$ cat src/rtl/loader_pkg.sv
// Shared types and constants for the boot-time instruction loader.
// Holds the load FSM state encoding and the byte-stream framing sizes.
package loader_pkg;

    typedef enum logic [2:0] {
        HDR_LO,
        HDR_HI,
        WORD,
        DONE,
        ERROR
    } state_t;

    localparam int HEADER_BYTES = 2;
    localparam int WORD_BYTES   = 4;

    // Byte address of the instruction at word position 'index'.
    function automatic logic [63:0] word_address(input logic [63:0] base, input logic [31:0] index);
        return base + ({32'h0, index} << 2);
    endfunction

endpackage

$ cat src/rtl/instruction_loader_if.sv
// Byte-stream input and instruction-memory write port of the loader.
// The slave modport is the loader side; master is the host/memory side.
interface instruction_loader_if;
    logic        rx_valid;
    logic [7:0]  rx_data;
    logic        rx_ready;
    logic        im_write_enable;
    logic [63:0] im_write_address;
    logic [31:0] im_write_data;

    modport slave (
        input  rx_valid, rx_data,
        output rx_ready, im_write_enable, im_write_address, im_write_data
    );

    modport master (
        output rx_valid, rx_data,
        input  rx_ready, im_write_enable, im_write_address, im_write_data
    );
endinterface

$ cat src/rtl/loader_word_assembler.sv
// Collects accepted stream bytes little-endian into a 32-bit instruction.
// word_complete flags the cycle in which the 4th byte is being accepted.
module loader_word_assembler
    import loader_pkg::*;
(
    input  logic        clock,
    input  logic        reset,
    input  logic        clear,
    input  logic        byte_valid,
    input  logic [7:0]  byte_data,
    output logic [31:0] word_data,
    output logic        word_complete
);

    logic [1:0] byte_idx_reg;
    logic [7:0] lane_reg [WORD_BYTES-1];

    // Only the first three lanes are stored; the top byte is taken live so the
    // full word is available in the same cycle its last byte arrives.
    for (genvar gi = 0; gi < WORD_BYTES - 1; gi++) begin : g_lane
        always_ff @(posedge clock or posedge reset) begin
            if (reset) begin
                lane_reg[gi] <= 8'h00;
            end else if (byte_valid && !clear && byte_idx_reg == 2'(gi)) begin
                lane_reg[gi] <= byte_data;
            end
        end
    end

    always_ff @(posedge clock or posedge reset) begin
        if (reset) begin
            byte_idx_reg <= 2'd0;
        end else if (clear) begin
            byte_idx_reg <= 2'd0;
        end else if (byte_valid) begin
            byte_idx_reg <= byte_idx_reg + 2'd1;
        end
    end

    assign word_complete = byte_valid && !clear && (byte_idx_reg == 2'(WORD_BYTES - 1));
    assign word_data     = {byte_data, lane_reg[2], lane_reg[1], lane_reg[0]};

endmodule

$ cat src/rtl/instruction_loader.sv
// Boot loader: parses a word-count header, writes the program words into
// instruction memory and keeps the core in reset until the load completes.
module instruction_loader
    import loader_pkg::*;
#(
    parameter int          DEPTH        = 1024,
    parameter logic [63:0] BASE_ADDRESS = 64'h0
) (
    input  logic                 clock,
    input  logic                 reset,
    input  logic                 start,
    instruction_loader_if.slave  bus,
    output logic                 core_reset,
    output logic                 done,
    output logic                 error
);

    localparam int INDEX_W = $clog2(DEPTH + 1);

    state_t               state_reg;
    logic [15:0]          count_reg;
    logic [INDEX_W-1:0]   index_reg;
    logic                 rx_ready_reg;
    logic                 im_we_reg;
    logic [63:0]          im_addr_reg;
    logic [31:0]          im_data_reg;
    logic                 core_reset_reg;
    logic                 done_reg;
    logic                 error_reg;

    logic                 accept;
    logic [15:0]          hdr_count;
    logic [INDEX_W-1:0]   idx_next;
    logic                 last_word;
    logic [31:0]          word_data;
    logic                 word_complete;

    assign accept    = bus.rx_valid && rx_ready_reg;
    assign hdr_count = {bus.rx_data, count_reg[7:0]};
    assign idx_next  = index_reg + INDEX_W'(1);
    assign last_word = (32'(idx_next) == {16'h0, count_reg});

    loader_word_assembler u_assembler (
        .clock         (clock),
        .reset         (reset),
        .clear         (state_reg != WORD),
        .byte_valid    (accept && state_reg == WORD),
        .byte_data     (bus.rx_data),
        .word_data     (word_data),
        .word_complete (word_complete)
    );

    always_ff @(posedge clock or posedge reset) begin
        if (reset) begin
            state_reg      <= HDR_LO;
            count_reg      <= 16'h0;
            index_reg      <= '0;
            rx_ready_reg   <= 1'b0;
            im_we_reg      <= 1'b0;
            im_addr_reg    <= 64'h0;
            im_data_reg    <= 32'h0;
            core_reset_reg <= 1'b1;
            done_reg       <= 1'b0;
            error_reg      <= 1'b0;
        end else begin
            im_we_reg <= 1'b0;
            case (state_reg)
                HDR_LO: begin
                    rx_ready_reg <= 1'b1;
                    if (accept) begin
                        count_reg[7:0] <= bus.rx_data;
                        state_reg      <= HDR_HI;
                    end
                end
                HDR_HI: begin
                    if (accept) begin
                        count_reg <= hdr_count;
                        index_reg <= '0;
                        if (int'({16'h0, hdr_count}) > DEPTH) begin
                            state_reg    <= ERROR;
                            rx_ready_reg <= 1'b0;
                            error_reg    <= 1'b1;
                        end else if (hdr_count == 16'h0) begin
                            state_reg      <= DONE;
                            rx_ready_reg   <= 1'b0;
                            done_reg       <= 1'b1;
                            core_reset_reg <= 1'b0;
                        end else begin
                            state_reg <= WORD;
                        end
                    end
                end
                WORD: begin
                    if (word_complete) begin
                        im_we_reg   <= 1'b1;
                        im_addr_reg <= word_address(BASE_ADDRESS, 32'(index_reg));
                        im_data_reg <= word_data;
                        index_reg   <= idx_next;
                        if (last_word) begin
                            state_reg    <= DONE;
                            rx_ready_reg <= 1'b0;
                        end
                    end
                end
                DONE: begin
                    // Release the core one cycle after the final write strobe.
                    done_reg       <= 1'b1;
                    core_reset_reg <= 1'b0;
                    if (start) begin
                        state_reg      <= HDR_LO;
                        index_reg      <= '0;
                        rx_ready_reg   <= 1'b1;
                        done_reg       <= 1'b0;
                        core_reset_reg <= 1'b1;
                    end
                end
                ERROR: begin
                    if (start) begin
                        state_reg    <= HDR_LO;
                        rx_ready_reg <= 1'b1;
                        error_reg    <= 1'b0;
                    end
                end
                default: state_reg <= HDR_LO;
            endcase
        end
    end

    assign bus.rx_ready         = rx_ready_reg;
    assign bus.im_write_enable  = im_we_reg;
    assign bus.im_write_address = im_addr_reg;
    assign bus.im_write_data    = im_data_reg;
    assign core_reset           = core_reset_reg;
    assign done                 = done_reg;
    assign error                = error_reg;

endmodule

$ cat src/flat_wrapper.sv
// flat-port wrapper written by rule: the top's interface ports become plain ports
module instruction_loader_flat import loader_pkg::*;
#(
    parameter int          DEPTH        = 1024,
    parameter logic [63:0] BASE_ADDRESS = 64'h0
)
  (clock, reset, start, core_reset, done, error, bus_rx_valid, bus_rx_data, bus_rx_ready, bus_im_write_enable, bus_im_write_address, bus_im_write_data);
  instruction_loader_if bus_i ();
  input  logic clock;
  input  logic reset;
  input  logic start;
  output logic core_reset;
  output logic done;
  output logic error;
  input wire logic [$bits(bus_i.rx_valid)-1:0] bus_rx_valid;
  input wire logic [$bits(bus_i.rx_data)-1:0] bus_rx_data;
  output wire logic [$bits(bus_i.rx_ready)-1:0] bus_rx_ready;
  output wire logic [$bits(bus_i.im_write_enable)-1:0] bus_im_write_enable;
  output wire logic [$bits(bus_i.im_write_address)-1:0] bus_im_write_address;
  output wire logic [$bits(bus_i.im_write_data)-1:0] bus_im_write_data;
  assign bus_i.rx_valid = bus_rx_valid;
  assign bus_i.rx_data = bus_rx_data;
  assign bus_rx_ready = bus_i.rx_ready;
  assign bus_im_write_enable = bus_i.im_write_enable;
  assign bus_im_write_address = bus_i.im_write_address;
  assign bus_im_write_data = bus_i.im_write_data;
  instruction_loader #(.DEPTH(DEPTH), .BASE_ADDRESS(BASE_ADDRESS)) u_core (.clock(clock), .reset(reset), .start(start), .bus(bus_i), .core_reset(core_reset), .done(done), .error(error));
endmodule
$ cat config.mk
export PLATFORM = sky130hd
export DESIGN_NAME = instruction_loader_flat
export DESIGN_NICKNAME = d
export VERILOG_FILES = /design/src/rtl/loader_pkg.sv /design/src/rtl/instruction_loader_if.sv /design/src/rtl/loader_word_assembler.sv /design/src/rtl/instruction_loader.sv /design/src/flat_wrapper.sv
export SDC_FILE = /design/constraint.sdc
export NUM_CORES = 1
export LEC_CHECK = 0
export BUFFER_PORTS_ARGS = -buffer_cell sky130_fd_sc_hd__clkbuf_2
export CORE_MARGIN = 2
export CORE_UTILIZATION = 48
export DETAILED_ROUTE_END_ITERATION = 6
export PLACE_DENSITY_LB_ADDON = 0.1
export SYNTH_ARGS = -nofsm -noshare
export SYNTH_HDL_FRONTEND = slang
export SYNTH_SLANG_ARGS = --single-unit
$ cat constraint.sdc
create_clock -name clock -period 4.4 [get_ports clock]
set_clock_uncertainty 0.2 [all_clocks]
set_input_delay 0.88 -clock clock [delete_from_list [all_inputs] [get_ports clock]]
set_output_delay 0.88 -clock clock [all_outputs]
set_load 0.03 [all_outputs]
After elaboration in Yosys (flattened, before gate mapping)
Cells that the tools add are included.
{ "totals": {"register_bits": 104, "inputBits": 12, "output_inout_bits": 101, "wordCells": 102} }
{ "op_classes": {"addsub": 2, "order_cmp": 1, "n_eq_ne": 20, "muxes": 38, "bitwise_logic": 1, "reduce_logical": 25} }
{ "ops": {"columns": ["operator", "count"], "rows": [
  ["two-way mux 11 bit", 3],
  ["case mux 11 bit (3 select lines)", 1],
  ["two-way mux 1 bit", 19],
  ["two-way mux 3 bit", 6],
  ["equality test 11 x 16 -> 1 bit", 1],
  ["> comparator 16 x 11 -> 1 bit (second input constant)", 1],
  ["logical NOT 16 bit", 1],
  ["case mux 8 bit (2 select lines)", 1],
  ["inequality test 2 x 1 -> 1 bit (second input constant)", 6],
  ["case mux 3 bit (4 select lines)", 1],
  ["AND reduction 4 bit", 3],
  ["adder 11 x 1 -> 11 bit (second input constant)", 1],
  ["two-way mux 8 bit", 1],
  ["inequality test 2 bit (second input constant)", 4],
  ["logical AND 1 bit", 7],
  ["equality test 3 x 2 -> 1 bit (second input constant)", 2],
  ["case mux 1 bit (2 select lines)", 3],
  ["AND reduction 6 bit", 1],
  ["nonzero test 2 bit", 3],
  ["AND reduction 5 bit", 1],
  ["equality test 2 bit (second input constant)", 2],
  ["two-way mux 2 bit", 2],
  ["case mux 1 bit (4 select lines)", 1],
  ["AND reduction 2 bit", 2],
  ["other kinds (14)", 14]
]} }

Logic depth before layout (Yosys ltp)
{ "depth": {"depth_word": 6, "mapped_depth": 8, "depth_no_buf": 7} }

Modules after synthesis
A second synthesis with hierarchy kept.
{ "hier_totals": {"hier_cells": 522, "hier_area_um2": 5178.7} }
{ "by_module_without_submodules": {"columns": ["module", "instances", "cells_per_inst", "area_each_um2", "seq_area_each_um2"], "rows": [
  ["instruction_loader", 1, 448, 4025.1, 1953.1],
  ["loader_word_assembler", 1, 74, 1153.6, 650.6]
]} }

Worst setup path after synthesis
Ideal clock, no wire load.
{ "synth_timing": {"path_type": "input -> register", "from": "input bus_rx_valid", "to": "register u_core.count_reg[0]", "setup_ps": 125, "t_arrival_ps": 2000, "required_ps": 4075, "setup_slack_ps": 2076, "stages": 7, "n_path_buf": 1, "path_cell_list": "nand2_1 a21oi_1 nor3_1 nor3_1 nand2b_1 buf_2 mux2_2"} }
{ "synth_via": {"elab_chain_len": 2} }
{ "synth_lines": {"columns": ["item", "line_no", "rtl"], "rows": [
  ["from (decl)", "flat_wrapper.sv:15", "input wire logic [$bits(bus_i.rx_valid)-1:0] bus_rx_valid;"],
  ["logical AND 1 bit", "instruction_loader.sv:38", "assign accept = bus.rx_valid && rx_ready_reg;"],
  ["AND reduction 3 bit (no line)", null, null],
  ["to (signal assigned)", "instruction_loader.sv:71", "count_reg[7:0] <= bus.rx_data;"],
  ["to (signal assigned)", "instruction_loader.sv:77", "count_reg <= hdr_count;"],
  ["to (decl)", "instruction_loader.sv:21", "logic [15:0] count_reg;"]
]} }
Every way passes these cells.
A chain may end at the register's enable or synchronous reset.

Worst setup path in the final report
{ "layout_timing": {"from": "register u_core.index_reg[0]", "to": "register u_core.rx_ready_reg, in the netlist u_core.bus.rx_ready"} }
{ "layout_via": {"elab_chain_len": 4} }
{ "layout_lines": {"columns": ["item", "line_no", "rtl"], "rows": [
  ["from (decl)", "instruction_loader.sv:22", "logic [INDEX_W-1:0] index_reg;"],
  ["from (signal assigned)", "instruction_loader.sv:98", "index_reg <= idx_next;"],
  ["adder 11 x 1 -> 11 bit", "instruction_loader.sv:40", "assign idx_next = index_reg + INDEX_W'(1);"],
  ["equality test 11 x 16 -> 1 bit", "instruction_loader.sv:41", "assign last_word = (32'(idx_next) == {16'h0, count_reg});"],
  ["inequality test 2 x 1 -> 1 bit (no line)", null, null],
  ["AND reduction 6 bit (no line)", null, null],
  ["to (signal assigned)", "instruction_loader.sv:58", "rx_ready_reg <= 1'b0;"],
  ["to (signal assigned)", "instruction_loader.sv:69", "rx_ready_reg <= 1'b1;"],
  ["to (signal assigned)", "instruction_loader.sv:81", "rx_ready_reg <= 1'b0;"],
  ["to (decl)", "instruction_loader.sv:23", "logic rx_ready_reg;"]
]} }
Every way passes these cells.

==> results.md <==
- Setup TNS: 0 ns
- Wire per inst: 14.6 um
- Rel. slew slack: 37.8%
- Pin count of the biggest net entering global routing: 77
- Latest clock arrival within the worst-skew pair: about 0.37 ns
- Commonest cells after routing, fill and taps aside: nand2_1, dfrtp_1, clkbuf_2
- Core area: between 0.01 and 0.015 mm2
- Seq/Total Area, Yosys: 51.3%
- N_diodes: 0
- Worst Hold End: u_core.bus.im_write_data[7]$_DFFE_PP0P_
- Layout Utilization: between 50% and 60%
- P per Cell Area: between 400 and 500 mW/mm2
- R2r endpoint: u_core.bus.rx_ready$_DFFE_PP0P_
- Post-Route WL: about 10000 um
- Worst endpoint required time: around 4.5 ns
- TritonCTS clock tree: yes
- TritonCTS Buffers: 9
- Longest Clk Path Bufs: 2
- Crit path DAT: about 2.5 ns
- Num ports: approximately 110
- Vias/cell: roughly 4.9
- Hold buffers post-CTS: 0
- Multi-input logic area: 0.00213 mm2
- Min Clock Period, post-route: about 2.5 ns
- Die ar.: between 0.01 and 0.015 mm2
- Critical path class: reg -> reg
- Slowest cell on crit path: dfrtp_1
- Kind of end point of the critical path: flop
- Biggest cell delay along the critical path: about 0.52 ns
- Grt total ovfl: 0
- Count of mapped cells out of synthesis: a little over 500
- Run status: completed
- RSZ-0062 raised after global routing: false
- Final period utilization: ~56%
- Peak supply drop: approximately 0.30 mV
- First-pass GRT wire length: ~17000 um
- CTS Root Buffer Type: clkbuf_8
- Max cap viols: 0
- Fin. max-slew vios: 0
- FILL cells: 960
- Synth Area per Inst: 10.0 um2
- Rows: 37
- # port buffers: ~60
- FF+latch area: 0.00260 mm2
- Vias in the first global route: about 3200
- YS warnings: 0
- Total GRT Usage: about a fifth
- Layout area overhead: 7.57%
- Via count: between 3000 and 4000
- Bufs and invs on worst path: 0
- #FFs+latches synth: 104
- Post-CTS setup buffers: 0
- Max FFs per register: 32
- Post-synth cell types: between 40 and 50
- Worst setup SP type: flop
- Drt drc: 0
- R2R cell count: 7
- Top delay family on crit path: simple AND/OR/NAND/NOR gates
- HP Class: reg -> reg
- Worst reg2reg path startpoint: u_core.index_reg[0]$_DFFE_PP0P_
- Worst R2R Setup Slack: roughly 1.9 ns
- Commonest non-fill, non-tap cell in the layout: nand2_1
- Crit Path Max Fanout: 7
- Worst-margin pin slew: about 0.93 ns
- Sink Count: around 100
- Die Ht: between 100 and 150 um
- Worst path cell trace: ha_1 > and4_1 > a21oi_1 > o21a_1 > o31ai_1 > nand4_1 > nor2b_4
- Cell Area, Synth: 0.00507 mm2
- Setup violations, final: 0
- Final GP Congestion: a little over 0.8
- Fmax: around 400 MHz
- H-tree levels: 3
- Die W: 107 um
- Leak: about 2.9 nW
- Tot Pwr: between 0.002 and 0.0025 W
- Worst-path clk slew: roughly 0.1 ns
- Post-CTS sizing: 0
- Hold path cells: 2
- Worst Min Path Start: u_core.u_assembler.word_data[7]$_DFFE_PP0P_
- Final-report hold violation count: 0
- Share of layout cells above drive strength 1: a little under a quarter
- DP HPWL: around 6900 um
- Initial antenna violation count: 0
- Drt pass-1 iters: 4
- Fin nets: 575
- Starting DRT DRC Count: around 170
- DRT antenna net count: 0
- Initial Util: 49.3%
[per-stage QoR]
step	instance area [um2]	hold WS (ns)	worst slack, ns	std cells
after floorplan	5270	0.233	0.589	559
after global placement	5260	0.244	1.74	683
after detailed placement	5260	0.252	1.69	683
after CTS	5460	0.277	1.93	699
after global routing	5460	0.293	1.74	699
final	5460	0.272	1.93	699
[kinds of logic after synthesis]
family | after synthesis | share of synthesized area, %
flops | 104 | 51.3
simple gates | 214 | 19.2
buf+inv | 80 | 10.5
mux | 41 | 9.10
compound gates | 46 | 5.85
other cells | 1 | 0.0739
xor+xnor | 16 | 2.76
fa+ha+maj | 5 | 1.23
[Yosys cell counts (all sizes together)]
cell type,number,area (um2)
o21bai,2,15.0
clkbuf,9,33.8
inv,5,18.8
nor2b,2,20.0
nand3,10,62.6
or3,2,12.5
a32oi,1,8.76
nand4,3,18.8
o211a,1,10.0
a22o,1,8.76
nand2,149,559
and4,1,8.76
xor2,4,35.0
nand2b,5,31.3
and3,6,38.8
o211ai,1,7.51
mux2,41,462
xnor2,12,105
dfrtp,103,2580
a21oi,10,50.1
o21ai,16,80.1
nor2,17,71.3
o21a,3,22.5
nand3b,2,15.0
o41ai,2,25.0
a211oi,1,7.51
or4,1,7.51
o2bb2ai,1,8.76
nor4,7,65.1
o31ai,6,45.0
nor4bb,1,10.0
dfstp,1,26.3
buf,66,478
nor3,7,40.0
ha,5,62.6
a21o,1,7.51
conb,1,3.75
or3b,1,11.3
[worst register-to-register path, cell delays in order, from the launching register on]
cell and delay (ns):
dfrtp_1 0.52, ha_1 0.33, and4_1 0.34, a21oi_1 0.11, o21a_1 0.19, o31ai_1 0.31, nand4_1 0.20, nor2b_4 0.17
[power by group]
group / internal [W] / leakage [nW] / switching (W)
logic: 0.000221 / 1.40 / 0.000295
clock network: 0.000269 / 0.102 / 0.000343
registers: 0.00107 / 1.41 / 0.000105
total: 0.00156 / 2.91 / 0.000742
[how the worst max path moves through the flow]
stage	from	endpoint	slack, ns	depth (start not counted)
5_1_grt	u_core.index_reg[0]$_DFFE_PP0P_	u_core.bus.rx_ready$_DFFE_PP0P_	1.74	7
3_3_place_gp	bus_rx_valid	u_core.count_reg[5]$_DFFE_PP0P_	1.74	7
6_report	u_core.index_reg[0]$_DFFE_PP0P_	u_core.bus.rx_ready$_DFFE_PP0P_	1.93	7
4_1_cts	u_core.index_reg[0]$_DFFE_PP0P_	u_core.bus.rx_ready$_DFFE_PP0P_	1.93	7
3_5_place_dp	bus_rx_valid	u_core.index_reg[7]$_DFFE_PP0P_	1.69	8
2_1_floorplan	reset	u_core.bus.im_write_address[10]$_DFFE_PP0P_	0.59	1
[final cells by class]
class | count | area share, %
flip-flops and latches | 104 | 47.7
inverters | 5 | 0.390
repair buffers | 63 | 5.96
clock buffers | 9 | 2.27
multi-input cells | 375 | 39.1
well taps | 136 | 3.12
clock inverters | 7 | 1.40
[layer usage]
layer | vias up | GRT usage, % | wire length, um
met5 | - | 0 | 0
met4 | 0 | 8.44 | 206
met3 | 16 | 2.49 | 386
met2 | 97 | 28.4 | 4650
met1 | 1673 | 27.0 | 5000
li1 | 1674 | - | -
No activity file was read; power rests on OpenSTA's default activity.
